**src/rtl/mips_fetch_pkg.sv**
```systemverilog
// Shared constants and the queue entry type for the MIPS instruction fetch front end.
package mips_fetch_pkg;

  localparam logic [31:0] RESET_PC_DEFAULT     = 32'h0040_0000;
  localparam int          PC_INCREMENT_DEFAULT = 4;

  // One buffered instruction together with the address it was fetched from.
  typedef struct packed {
    logic [31:0] instr;
    logic [31:0] pc;
  } fetch_entry_t;

endpackage

```
**src/rtl/fetch_fifo.sv**
```systemverilog
// Synchronous FIFO of fetch entries with push, pop, flush and an occupancy count.
// Pointers wrap naturally because DEPTH is a power of two; the count carries one
// extra bit so that a full queue is distinguishable from an empty one.
module fetch_fifo
  import mips_fetch_pkg::*;
#(
  parameter int DEPTH = 4,
  localparam int PTR_W = $clog2(DEPTH),
  localparam int CNT_W = PTR_W + 1
) (
  input  logic             clk,
  input  logic             reset,
  input  logic             i_push,
  input  logic             i_pop,
  input  logic             i_flush,
  input  fetch_entry_t     i_push_data,
  output fetch_entry_t     o_head,
  output logic             o_valid,
  output logic [CNT_W-1:0] o_count
);

  fetch_entry_t     r_mem [DEPTH];
  logic [PTR_W-1:0] r_wr_ptr;
  logic [PTR_W-1:0] r_rd_ptr;
  logic [CNT_W-1:0] r_count;

  logic w_empty;
  logic w_full;
  logic w_do_push;
  logic w_do_pop;

  assign w_empty   = (r_count == '0);
  assign w_full    = (r_count == CNT_W'(DEPTH));
  assign w_do_push = i_push && !w_full;
  assign w_do_pop  = i_pop && !w_empty;

  // Pointer and count bookkeeping; a flush empties the queue like a reset does.
  always_ff @(posedge clk) begin
    if (reset || i_flush) begin
      r_wr_ptr <= '0;
      r_rd_ptr <= '0;
      r_count  <= '0;
    end else begin
      if (w_do_push) r_wr_ptr <= r_wr_ptr + PTR_W'(1);
      if (w_do_pop)  r_rd_ptr <= r_rd_ptr + PTR_W'(1);
      r_count <= r_count + CNT_W'(w_do_push) - CNT_W'(w_do_pop);
    end
  end

  // Entry storage; contents need no reset because the head is masked while empty.
  always_ff @(posedge clk) begin
    if (w_do_push && !reset && !i_flush) begin
      r_mem[r_wr_ptr] <= i_push_data;
    end
  end

  assign o_valid = !w_empty;
  assign o_head  = w_empty ? '0 : r_mem[r_rd_ptr];
  assign o_count = r_count;

endmodule

```
**src/rtl/instr_fetch_queue.sv**
```systemverilog
// Instruction fetch front end: owns the PC, issues sequential reads to a
// 1-cycle-latency program memory, tracks the single outstanding read and buffers
// returned instructions for the decode stage. A redirect flushes everything and
// restarts fetching at the target.
module instr_fetch_queue
  import mips_fetch_pkg::*;
#(
  parameter int          DEPTH        = 4,
  parameter int          PC_INCREMENT = PC_INCREMENT_DEFAULT,
  parameter logic [31:0] RESET_PC     = RESET_PC_DEFAULT,
  localparam int         CNT_W        = $clog2(DEPTH) + 1
) (
  input  logic             clk,
  input  logic             reset,
  output logic             imem_req,
  output logic [31:0]      imem_addr,
  input  logic [31:0]      imem_rdata,
  input  logic             redirect,
  input  logic [31:0]      redirect_pc,
  output logic             out_valid,
  input  logic             out_ready,
  output logic [31:0]      out_instr,
  output logic [31:0]      out_pc,
  output logic [31:0]      out_pc_plus4,
  output logic [CNT_W-1:0] occupancy
);

  localparam int SUM_W = CNT_W + 1;

  logic [31:0] r_fetch_pc;
  logic [31:0] r_inflight_pc;
  logic        r_inflight_v;

  logic [CNT_W-1:0] w_count;
  logic [SUM_W-1:0] w_credits_used;
  logic             w_issue;
  logic             w_push;
  logic             w_pop;
  logic             w_head_valid;
  fetch_entry_t     w_push_data;
  fetch_entry_t     w_head;
  logic [1:0]       w_unused_pc_bits;

  assign w_unused_pc_bits = redirect_pc[1:0];

  // Every queued entry plus the read in flight consumes one slot, so issuing only
  // while slots remain means a returning instruction always has room.
  assign w_credits_used = {1'b0, w_count} + SUM_W'(r_inflight_v);
  assign w_issue        = !reset && !redirect && (w_credits_used < SUM_W'(DEPTH));

  // A returning read is discarded if a redirect lands in the same cycle.
  assign w_push      = r_inflight_v && !redirect && !reset;
  assign w_push_data = '{instr: imem_rdata, pc: r_inflight_pc};
  assign w_pop       = w_head_valid && out_ready && !reset;

  // Program counter and in-flight tracker; reset beats redirect, redirect beats issue.
  always_ff @(posedge clk) begin
    if (reset) begin
      r_fetch_pc    <= RESET_PC;
      r_inflight_v  <= 1'b0;
      r_inflight_pc <= '0;
    end else if (redirect) begin
      r_fetch_pc   <= {redirect_pc[31:2], 2'b00};
      r_inflight_v <= 1'b0;
    end else begin
      r_inflight_v <= w_issue;
      if (w_issue) begin
        r_inflight_pc <= r_fetch_pc;
        r_fetch_pc    <= r_fetch_pc + 32'(PC_INCREMENT);
      end
    end
  end

  fetch_fifo #(
    .DEPTH(DEPTH)
  ) u_fifo (
    .clk        (clk),
    .reset      (reset),
    .i_push     (w_push),
    .i_pop      (w_pop),
    .i_flush    (redirect),
    .i_push_data(w_push_data),
    .o_head     (w_head),
    .o_valid    (w_head_valid),
    .o_count    (w_count)
  );

  assign imem_req     = w_issue;
  assign imem_addr    = r_fetch_pc;
  assign out_valid    = w_head_valid;
  assign out_instr    = w_head.instr;
  assign out_pc       = w_head.pc;
  assign out_pc_plus4 = w_head_valid ? (w_head.pc + 32'(PC_INCREMENT)) : '0;
  assign occupancy    = w_count;

endmodule

```
**config.mk**
```make
export PLATFORM = sky130hd
export DESIGN_NAME = instr_fetch_queue
export DESIGN_NICKNAME = d
export VERILOG_FILES = /design/src/rtl/mips_fetch_pkg.sv /design/src/rtl/fetch_fifo.sv /design/src/rtl/instr_fetch_queue.sv
export SDC_FILE = /design/constraint.sdc
export NUM_CORES = 1
export LEC_CHECK = 0
export BUFFER_PORTS_ARGS = -buffer_cell sky130_fd_sc_hd__buf_2
export CORE_MARGIN = 4
export CORE_UTILIZATION = 53
export DETAILED_ROUTE_END_ITERATION = 10
export PLACE_DENSITY = 0.72
export SYNTH_ARGS = -nofsm -noshare
export SYNTH_HDL_FRONTEND = slang
export SYNTH_HIERARCHICAL = 1
export SYNTH_SLANG_ARGS = --single-unit
```
**constraint.sdc**
```tcl
create_clock -name clk -period 3.75 [get_ports clk]
set_input_delay 0.375 -clock clk [delete_from_list [all_inputs] [get_ports clk]]
set_output_delay 0.375 -clock clk [all_outputs]
set_load 0.01 [all_outputs]
```
# ---- Word level (Yosys, flattened, before mapping)
# Memories as Yosys holds them, arrays and structs flattened. A register that Yosys moved wholly into a read port is not among the register bits.
# Cells that the tools add are included.
dict set report word_totals {
  ramBits 256
  output_inout_bits 133
  wordCells 45
  n_memories 1
  ff_bits 72
  input_bits 68
}
dict set report classes {
  bitwise 1
  eq_ne 1
  addsub 7
  n_lt_le_gt_ge 1
  n_reduce_logical 19
  mux 8
}
# name words word_bits rd rd_clocked_by_memory_dff write_ports line
set memory_table {}
lappend memory_table {u_fifo.r_mem 4 64 1 1 1 fetch_fifo.sv:22} ;# fetch_entry_t r_mem [DEPTH];
# op count
set ops {}
lappend ops {{32-bit two-way mux} 3}
lappend ops {{32-bit by 3-bit adder with 32-bit output (second input constant)} 2}
lappend ops {{64-bit two-way mux} 1}
lappend ops {{1-bit logical AND} 10}
lappend ops {{2-bit by 1-bit adder with 2-bit output (second input constant)} 2}
lappend ops {{3-bit by 1-bit adder with 4-bit output} 1}
lappend ops {{1-bit zero test} 4}
lappend ops {{4-bit by 3-bit less-than comparator with 1-bit output (second input constant)} 1}
lappend ops {{2-bit two-way mux} 2}
lappend ops {{3-bit by 1-bit adder with 3-bit output} 1}
lappend ops {{3-bit == test (second input constant)} 1}
lappend ops {{3-bit zero test} 1}
lappend ops {{3-bit by 1-bit subtractor with 3-bit output} 1}
lappend ops {{1-bit two-way mux} 2}
lappend ops {{2-bit AND reduction} 1}
lappend ops {{2-bit nonzero test} 1}
lappend ops {{2-bit OR reduction} 1}
lappend ops {{1-bit logical OR} 1}
lappend ops {{1-bit NOT} 1}

# ---- Longest topological paths before layout
# Gate-level depths: netlist (run 1).
dict set report depth {
  word_depth 8
  depth_mapped 12
}

# ---- Hierarchy
# The synthesis (run 1) kept the hierarchy.
# module area_each_um2 instances cells_per_inst
set by_module_without_submodules {}
lappend by_module_without_submodules {fetch_fifo 10216.0 1 456}
lappend by_module_without_submodules {instr_fetch_queue 3604.7 1 481}

# ---- Least setup slack after synthesis (run 1)
# OpenSTA, ideal clock, no wires.
dict set report synth_path {
  kind {input port to flip-flop}
  from {in reset}
  to {mem u_fifo/r_mem[0][0] (netlist name) (enable)}
  arrival_ns 2.590
  n_path_buf 1
  setup_slack_ns 0.730
  cell_stages 5
  required_time_ns 3.321
  cell_sequence {buf_6 > nor2_1 > and2_1 > and2_1 > and3_1}
}
dict set report synth_via {
  elab_chain_cells 7
}
# item line
set synth_rtl {}
lappend synth_rtl {{from (decl)} instr_fetch_queue.sv:14} ;# input logic reset,
lappend synth_rtl {{1-bit zero test} instr_fetch_queue.sv:52} ;# assign w_push = r_inflight_v && !redirect && !reset;
lappend synth_rtl {{1-bit logical AND} instr_fetch_queue.sv:52}
lappend synth_rtl {{via w_push} instr_fetch_queue.sv:37} ;# logic w_push;
lappend synth_rtl {{1-bit logical AND} fetch_fifo.sv:34} ;# assign w_do_push = i_push && !w_full;
lappend synth_rtl {{1-bit logical AND (2 in series)} fetch_fifo.sv:52} ;# if (w_do_push && !reset && !i_flush) begin
lappend synth_rtl {{1-bit two-way mux} fetch_fifo.sv:52}
lappend synth_rtl {{1-bit two-way mux (implied by the code)} fetch_fifo.sv:53} ;# r_mem[r_wr_ptr] <= i_push_data;
lappend synth_rtl {{to (decl)} fetch_fifo.sv:22}
# The timed path passes the listed nets, and every way through them passes these cells.

==> flow_summary_export.csv, run 1 <==
group,metric,value,unit
drt,drt-vias-per-instance,5.628,
yosys,synthCells,937,
worst_setup_path,crit_family,"simple AND/OR/NAND/NOR gates",
yosys,synth_area_per_cell,14.75,sq um
finish,n_antenna_cell,0,
sta,fin_skew,0.01209,ns
die,die_h,169.5,um
worst_setup_path,crit_required,3.38,ns
worst_setup_path,cp_max_fo,17,
power,clockPowerShare,0.449,
run,cap_violations,0,
clocking,cts-buffers-inserted,34,
clocking,cts_tree,"yes",
die,io_pins,201,
sta,max_slew_margin,0.5575,
yosys,ys_ff_latch,326,
sta,min_period_over_period,0.9404,
yosys,yosys_warnings,6,
clocking,postCtsSetupBuffers,0,
yosys,ys_async_sr_fraction,0,
drt,first_pass_iters,5,
worst_setup_path,path_cells,"buf_4, mux4_2, and2_1, nand4_1, nor4_1, buf_4, nand4_1, xnor2_1, and2_1, buf_2",
yosys,synth_area,13820,sq um
placement,dp.cells,1451,
worst_setup_path,worstSetupPathDepth,10,
sta,rsz0062_at_grt,"true",
sta,setup_viol,0,
run_status,outcome,"finished clean",
drt,drc,0,
worst_setup_path,worstPathArrival,3.15,ns
sta,hold_violations,0,
drt,wl_per_cell,19.29,um
sta,slew_viol_final,0,
finish,drive_gt1_frac,0.2953,
placement,dpl_cell_area,15250,sq um
sta,worst_pin_slew,0.6614,ns
grt,antenna_found_initial,1,
die,coreArea,25400,sq um
clocking,cts_root_buf,"clkbuf_16",
sta,period_minus_slack,3.527,ns
power,p_leak,0.005902,uW
hold_path,hold_path_depth,1,
grt,grt_pass1_wl,46.34,mm
grt,overflow,0,
die,fp-row-count,58,
worst_setup_path,r2r_cells,10,
drt,postRouteAntennaNets,0,
placement,port_buffers,196,
yosys,synth.area.top_cells,"edfxtp_1 56%, dfxtp_1 10%, mux4_2 9.8%",
worst_setup_path,cp-end-kind,"output pin",
die,fp.dieW,169.5,um
yosys,yosys_most_used_dff,"edfxtp_1",
finish,layout.nets,1234,
worst_setup_path,start_kind,"flip-flop",
clocking,cts.path.max_buffers,3,
yosys,ys_seq_area_frac,0.6576,
die,dieArea,28730,sq um
power,sw_frac_of_total,0.1948,
finish,area_delta_synth_final,18.80,%
placement,routabilityCongestion,0.8704,
worst_setup_path,criticalPathCategory,"flip-flop to output pin",
worst_setup_path,worstPathBufferInverterCount,3,
power,p_comb_frac,0.028,
drt,vias,8509,
placement,dpl.hpwl,19.50,mm
yosys,netlist.area_leader.share,0.5562,
worst_setup_path,slowest_delay,0.56,ns
grt,grt_pass1_vias,8281,
power,power.internal,6120,uW
sta,setup_slack,0.2234,ns
yosys,ys_top_cells_by_count,"256 x edfxtp_1, 99 x and2_1, 91 x nand2_1",
worst_setup_path,critPathSlowestCell,"dfxtp_4",
grt,grt_use_total,0.2035,
yosys,yosysTopAreaCell,"edfxtp_1",
power,seqPwrFrac,0.522,
sta,fmax,283.6,MHz
grt,grt_max_degree,64,
finish,fin_area,16420,sq um
power,ir_drop,0.0003282,V
clocking,h-tree-depth,2,
drt,wl,29.16,mm
yosys,synth.distinct_cells,51,
yosys,synth-edff-count,256,
clocking,clk_latency,0.50,ns
hold_path,hp-class,"input port to flip-flop",
power,switchingPower,1480,uW
placement,dp_worst_setup_slack,0.6495,ns
clocking,clk_pin_slew_worst_paths,0.06,ns
power,finalPower,7600,uW
sta,tns,0,ns
die,start_util,0.5441,
yosys,synth.most_common_cell,"edfxtp_1",
drt,first_iter_violations,531,
finish,final_cells,1512,
power,power_density,462.9,nW/um^2
clocking,clock_sinks,326,
## logic make-up (layout without fill, tap and decap cells)
group	after synthesis	in the layout	synth area share
flip-flops	326	326	0.6576
other	1	10	0.0002713
adder cells (fa/ha/maj)	9	9	0.008691
XOR/XNOR	48	48	0.03042
AO/OA/AOI/OAI	80	80	0.03341
multiplexers	73	73	0.1121
AND/OR/NAND/NOR	334	334	0.1296
buffers and inverters	66	302	0.02788
## cell type report
cell class	count	area, sq um
clock buffer	49	1027
clock inverter	12	133.9
fill	1880	8980
inverter	15	56.30
multi-input combinational	554	4408
sequential	326	9096
tap	330	412.9
timing repair buffer	226	1285
## layout by cell type, fill, tap and decap left out, types with 8 or more instances in the layout
master     Yosys  final
xor2_1        16     16
buf_2          6    196
clkbuf_1      32      8
mux4_2        60     60
clkbuf_16      0     39
nand2_1       91     91
buf_4          2     23
edfxtp_1     256    256
inv_1         14     14
and2_1        99     99
nand4_1       27     27
ha_1           8      8
a21oi_1       49     49
dfxtp_1       70     68
nor3_1         9      9
and3_1        16     12
nor2_1        29     28
a211oi_1       9      9
conb_1         1     10
nand3_1       30     30
xnor2_1       32     32
## path summary, 6_finish.rpt
check                      from                  end  slack, ns
min              imem_rdata[24]  u_fifo/r_mem[3][56]       0.09
max                   flip-flop     out_pc_plus4[28]       0.22
max reg2reg   u_fifo/o_count[1]    u_fifo/o_count[2]       1.05
min reg2reg  u_fifo/r_rd_ptr[0]   u_fifo/r_rd_ptr[0]       0.49
## state kept, by name, summed over array words and instances (netlist names), named ones only
register / flops
u_fifo/r_wr_ptr: 2
imem_addr: 30
r_inflight_pc: 30
u_fifo/r_rd_ptr: 2
u_fifo/o_count: 3
u_fifo/r_mem: 256
r_inflight_v: 1
## worst reg2reg max path: stages, from the launching register on
cell and delay, ns:
dfxtp_1 0.38, or3_4 0.50, and3b_1 0.24, and2_1 0.18, ha_1 0.28, inv_1 0.04, ha_1 0.18, fa_1 0.37
xnor2_1 0.19, xnor2_1 0.15, nor3_1 0.06
## per-layer routing
| layer | up-vias | GRT usage | part of all wire |
|---|---|---|---|
| li1 | 3967 | - | - |
| met1 | 4170 | 0.3075 | 0.46 |
| met2 | 338 | 0.3140 | 0.45 |
| met3 | 34 | 0.03564 | 0.077 |
| met4 | 0 | 0.04725 | 0.015 |
| met5 | - | 0 | 0 |
## power by group through the flow
stage	combinational, uW	clock [uW]	sequential, uW
2_1_floorplan	107	0	4040
3_5_place_dp	214	0	4050
6_report	214	3420	3970
3_3_place_gp	209	0	4040
4_1_cts	216	3480	3970
5_1_grt	241	3660	3970
## metrics by stage
step                      hold slack (ns)  utilization
after floorplan                    0.4516            -
after global placement             0.4793       0.6002
after detailed placement           0.4862       0.6002
after CTS                         0.07009       0.6460
after global routing              0.07711       0.6465
final                             0.09138       0.6465
## timing repair
action	4_1_cts	5_1_grt
hold buffers	0	0
gates resized for setup	0	4
endpoints found under the setup margin	0	19
No activity file was read; power rests on OpenSTA's default activity.
==> inputs of run 2 (changes only) <==
--- a/config.mk
+++ b/config.mk
@@ -12,5 +12,4 @@
 export PLACE_DENSITY = 0.72
 export SYNTH_ARGS = -nofsm -noshare
 export SYNTH_HDL_FRONTEND = slang
-export SYNTH_HIERARCHICAL = 1
 export SYNTH_SLANG_ARGS = --single-unit
==> run 2 against run 1 <==
Effect of this change: hold slack lost 0.0056 ns; non-clock buffer count shrank 11; via count grew 1.4%; clock skew grew 0.010 ns; sequential power shrank 2%; final cell count shrank 1.6%; clock-buffer cell count shrank 7; critical path type unchanged; highest routed layer unchanged.
==> flow_summary_export.csv, run 2 <==
group,metric,value,unit
die,die_h,167.6,um
placement,dp.cells,1425,
power,ir_drop,0.0003109,V
run,cap_violations,0,
clocking,clk_pin_slew_worst_paths,0.06,ns
worst_setup_path,reg2reg_from,"u_fifo.o_count[1]",
finish,regArea,8856,sq um
sta,min_period_over_period,0.9702,
finish,top_register,"u_fifo.r_mem",
die,start_util,0.5377,
placement,dpl.hpwl,20.07,mm
worst_setup_path,criticalPathCategory,"flip-flop to output pin",
worst_setup_path,slowest_delay,0.54,ns
yosys,ys_ff_latch,318,
clocking,cts-buffers-inserted,34,
clocking,h-tree-depth,2,
grt,antenna_found_initial,0,
finish,largest_reg_flops,248,
power,p_leak,0.005751,uW
grt,grt_max_degree,63,
drt,first_pass_iters,5,
worst_setup_path,r2r-end,"imem_addr[21]",
yosys,synth-edff-count,248,
sta,fmax,274.8,MHz
placement,dp_worst_setup_slack,0.3193,ns
sta,max_slew_margin,0.5849,
sta,tns,0,ns
hold_path,hp-class,"input port to flip-flop",
clocking,clock_sinks,318,
worst_setup_path,crit_family,"simple AND/OR/NAND/NOR gates",
clocking,cts_root_buf,"clkbuf_16",
worst_setup_path,worstSetupPathDepth,9,
yosys,yosys_warnings,0,
die,fp.dieW,167.6,um
sta,worst_pin_slew,0.6226,ns
yosys,synth_area_per_cell,14.38,sq um
worst_setup_path,worst_path_most_repeated_cell,"buf_4",
finish,n_antenna_cell,0,
worst_setup_path,cp_max_fo,4,
grt,overflow,0,
worst_setup_path,setup.worst_path.end,"out_pc_plus4[28]",
power,power_density,467.2,nW/um^2
drt,wl_per_cell,20.29,um
drt,wl,30.19,mm
finish,multiInputGateArea,4304,sq um
yosys,synth.distinct_cells,51,
drt,drt-vias-per-instance,5.800,
finish,drive_gt1_frac,0.3066,
yosys,ys_async_sr_fraction,0,
sta,fin_skew,0.02257,ns
worst_setup_path,r2r_setup_slack,1.15,ns
run_status,outcome,"finished clean",
grt,grt_use_total,0.2128,
yosys,netlist.area_leader.share,0.5516,
sta,slew_viol_final,0,
yosys,ys_seq_area_frac,0.6554,
worst_setup_path,r2r_cells,9,
grt,grt_pass1_wl,47.62,mm
die,fp-row-count,58,
yosys,synth.area.top_cells,"edfxtp_1 55%, dfxtp_1 10%, mux4_2 9.2%",
die,io_pins,201,
finish,final_cells,1488,
worst_setup_path,worstPathArrival,3.26,ns
clocking,cts_tree,"yes",
die,coreArea,25110,sq um
sta,period_minus_slack,3.638,ns
finish,layout.nets,1212,
yosys,synthCells,939,
drt,first_iter_violations,844,
sta,hold_violations,0,
die,dieArea,28090,sq um
drt,vias,8630,
worst_setup_path,critPathSlowestCell,"or4_1",
placement,port_buffers,192,
worst_setup_path,start_kind,"flip-flop",
finish,fillers,1861,
yosys,yosys_most_used_dff,"edfxtp_1",
sta,setup_viol,0,
finish,final_common_cell,"edfxtp_1",
finish,final_cell_mix,"248 x edfxtp_1, 191 x buf_2, 109 x nand2_1",
worst_setup_path,path_cells,"mux4_2, and2_1, ha_2, nand4_1, buf_4, or3_2, or4_1, a21oi_2, buf_4",
yosys,yosysTopAreaCell,"edfxtp_1",
yosys,ys_top_cells_by_count,"248 x edfxtp_1, 109 x nand2_1, 70 x dfxtp_1",
grt,grt_pass1_vias,8643,
yosys,synth_area,13500,sq um
clocking,cts.path.max_buffers,3,
clocking,hold_buffers,0,
sta,rsz0062_at_grt,"false",
drt,drc,0,
worst_setup_path,cp-end-kind,"output pin",
placement,routabilityCongestion,0.8180,
worst_setup_path,crit_required,3.38,ns
yosys,synth.most_common_cell,"edfxtp_1",
clocking,clk_latency,0.51,ns
drt,postRouteAntennaNets,0,
worst_setup_path,worstPathBufferInverterCount,2,
sta,setup_slack,0.1116,ns
finish,area_delta_synth_final,18.19,%
==> run 2: cell types whose count changed after synthesis, sizes merged, moves of 9 or more <==
cell / delta
a31oi: +9
and2: -31
mux2: +11
nand2: +17
nand4: -10
nor2: +19
or3: +15
xnor2: -22
==> run 2: area by class of cell <==
| type | count | share of cell area |
|---|---|---|
| Sequential cell | 318 | 0.5550 |
| Multi-Input combinational cell | 549 | 0.2697 |
| Timing Repair Buffer | 215 | 0.07613 |
| Clock buffer | 42 | 0.05716 |
| Tap cell | 330 | 0.02587 |
| Clock inverter | 18 | 0.01239 |
| Inverter | 16 | 0.003764 |
==> run 2: metal layers <==
metal | vias to the layer above | wire [um] | part of all wire | GRT usage
li1 | 3976 | - | - | -
met1 | 4235 | 12990 | 0.43 | 0.3114
met2 | 369 | 14070 | 0.47 | 0.3361
met3 | 50 | 2450 | 0.081 | 0.03942
met4 | 0 | 675 | 0.022 | 0.05293
met5 | - | 0 | 0 | 0
==> run 2: worst min path at each step <==
stage | slack (ns) | startpoint | to | cells after the start
after floorplan | 0.46 | r_inflight_pc[10] | u_fifo.r_mem[0][10] | 0
after global placement | 0.48 | r_inflight_pc[5] | r_inflight_pc[5] | 2
after CTS | 0.06 | imem_rdata[25] | u_fifo.r_mem[3][57] | 1
after global routing | 0.07 | imem_rdata[25] | u_fifo.r_mem[1][57] | 1
after detailed placement | 0.49 | r_inflight_pc[20] | u_fifo.r_mem[0][20] | 0
final | 0.09 | imem_rdata[12] | u_fifo.r_mem[1][44] | 1
==> run 2: cell families after synthesis <==
family	share of synthesized area
other	0.0002777
DFF	0.6554
buffers and inverters	0.02900
adders and majority gates	0.009823
and+or+nand+nor	0.1266
muxes	0.1182
xor gates and xnor gates	0.01297
AOI/OAI and AO/OA	0.04782
==> run 2: what timing repair did <==
item,in CTS,in global routing
pin swaps,0,0
endpoints found under the setup margin,11,8
setup buffers,2,1
resized for setup,5,9
==> run 2: through the flow <==
| step | util | cell area, sq um | hold slack [ns] | total power [uW] |
|---|---|---|---|---|
| after floorplan | - | 13520 | 0.4600 | 4089 |
| after detailed placement | 0.5895 | 14800 | 0.4892 | 4218 |
| after CTS | 0.6351 | 15950 | 0.06373 | 7513 |
| after global placement | 0.5895 | 14800 | 0.4810 | 4209 |
| after global routing | 0.6355 | 15960 | 0.06679 | 7699 |
| final | 0.6355 | 15960 | 0.08576 | 7455 |
==> run 2: power breakdown <==
group | internal [uW] | switching (uW) | leakage (uW)
clock | 2010 | 1300 | 0.000532
sequential | 3830 | 53.8 | 0.00290
combinational | 104 | 157 | 0.00231
total | 5940 | 1510 | 0.00575
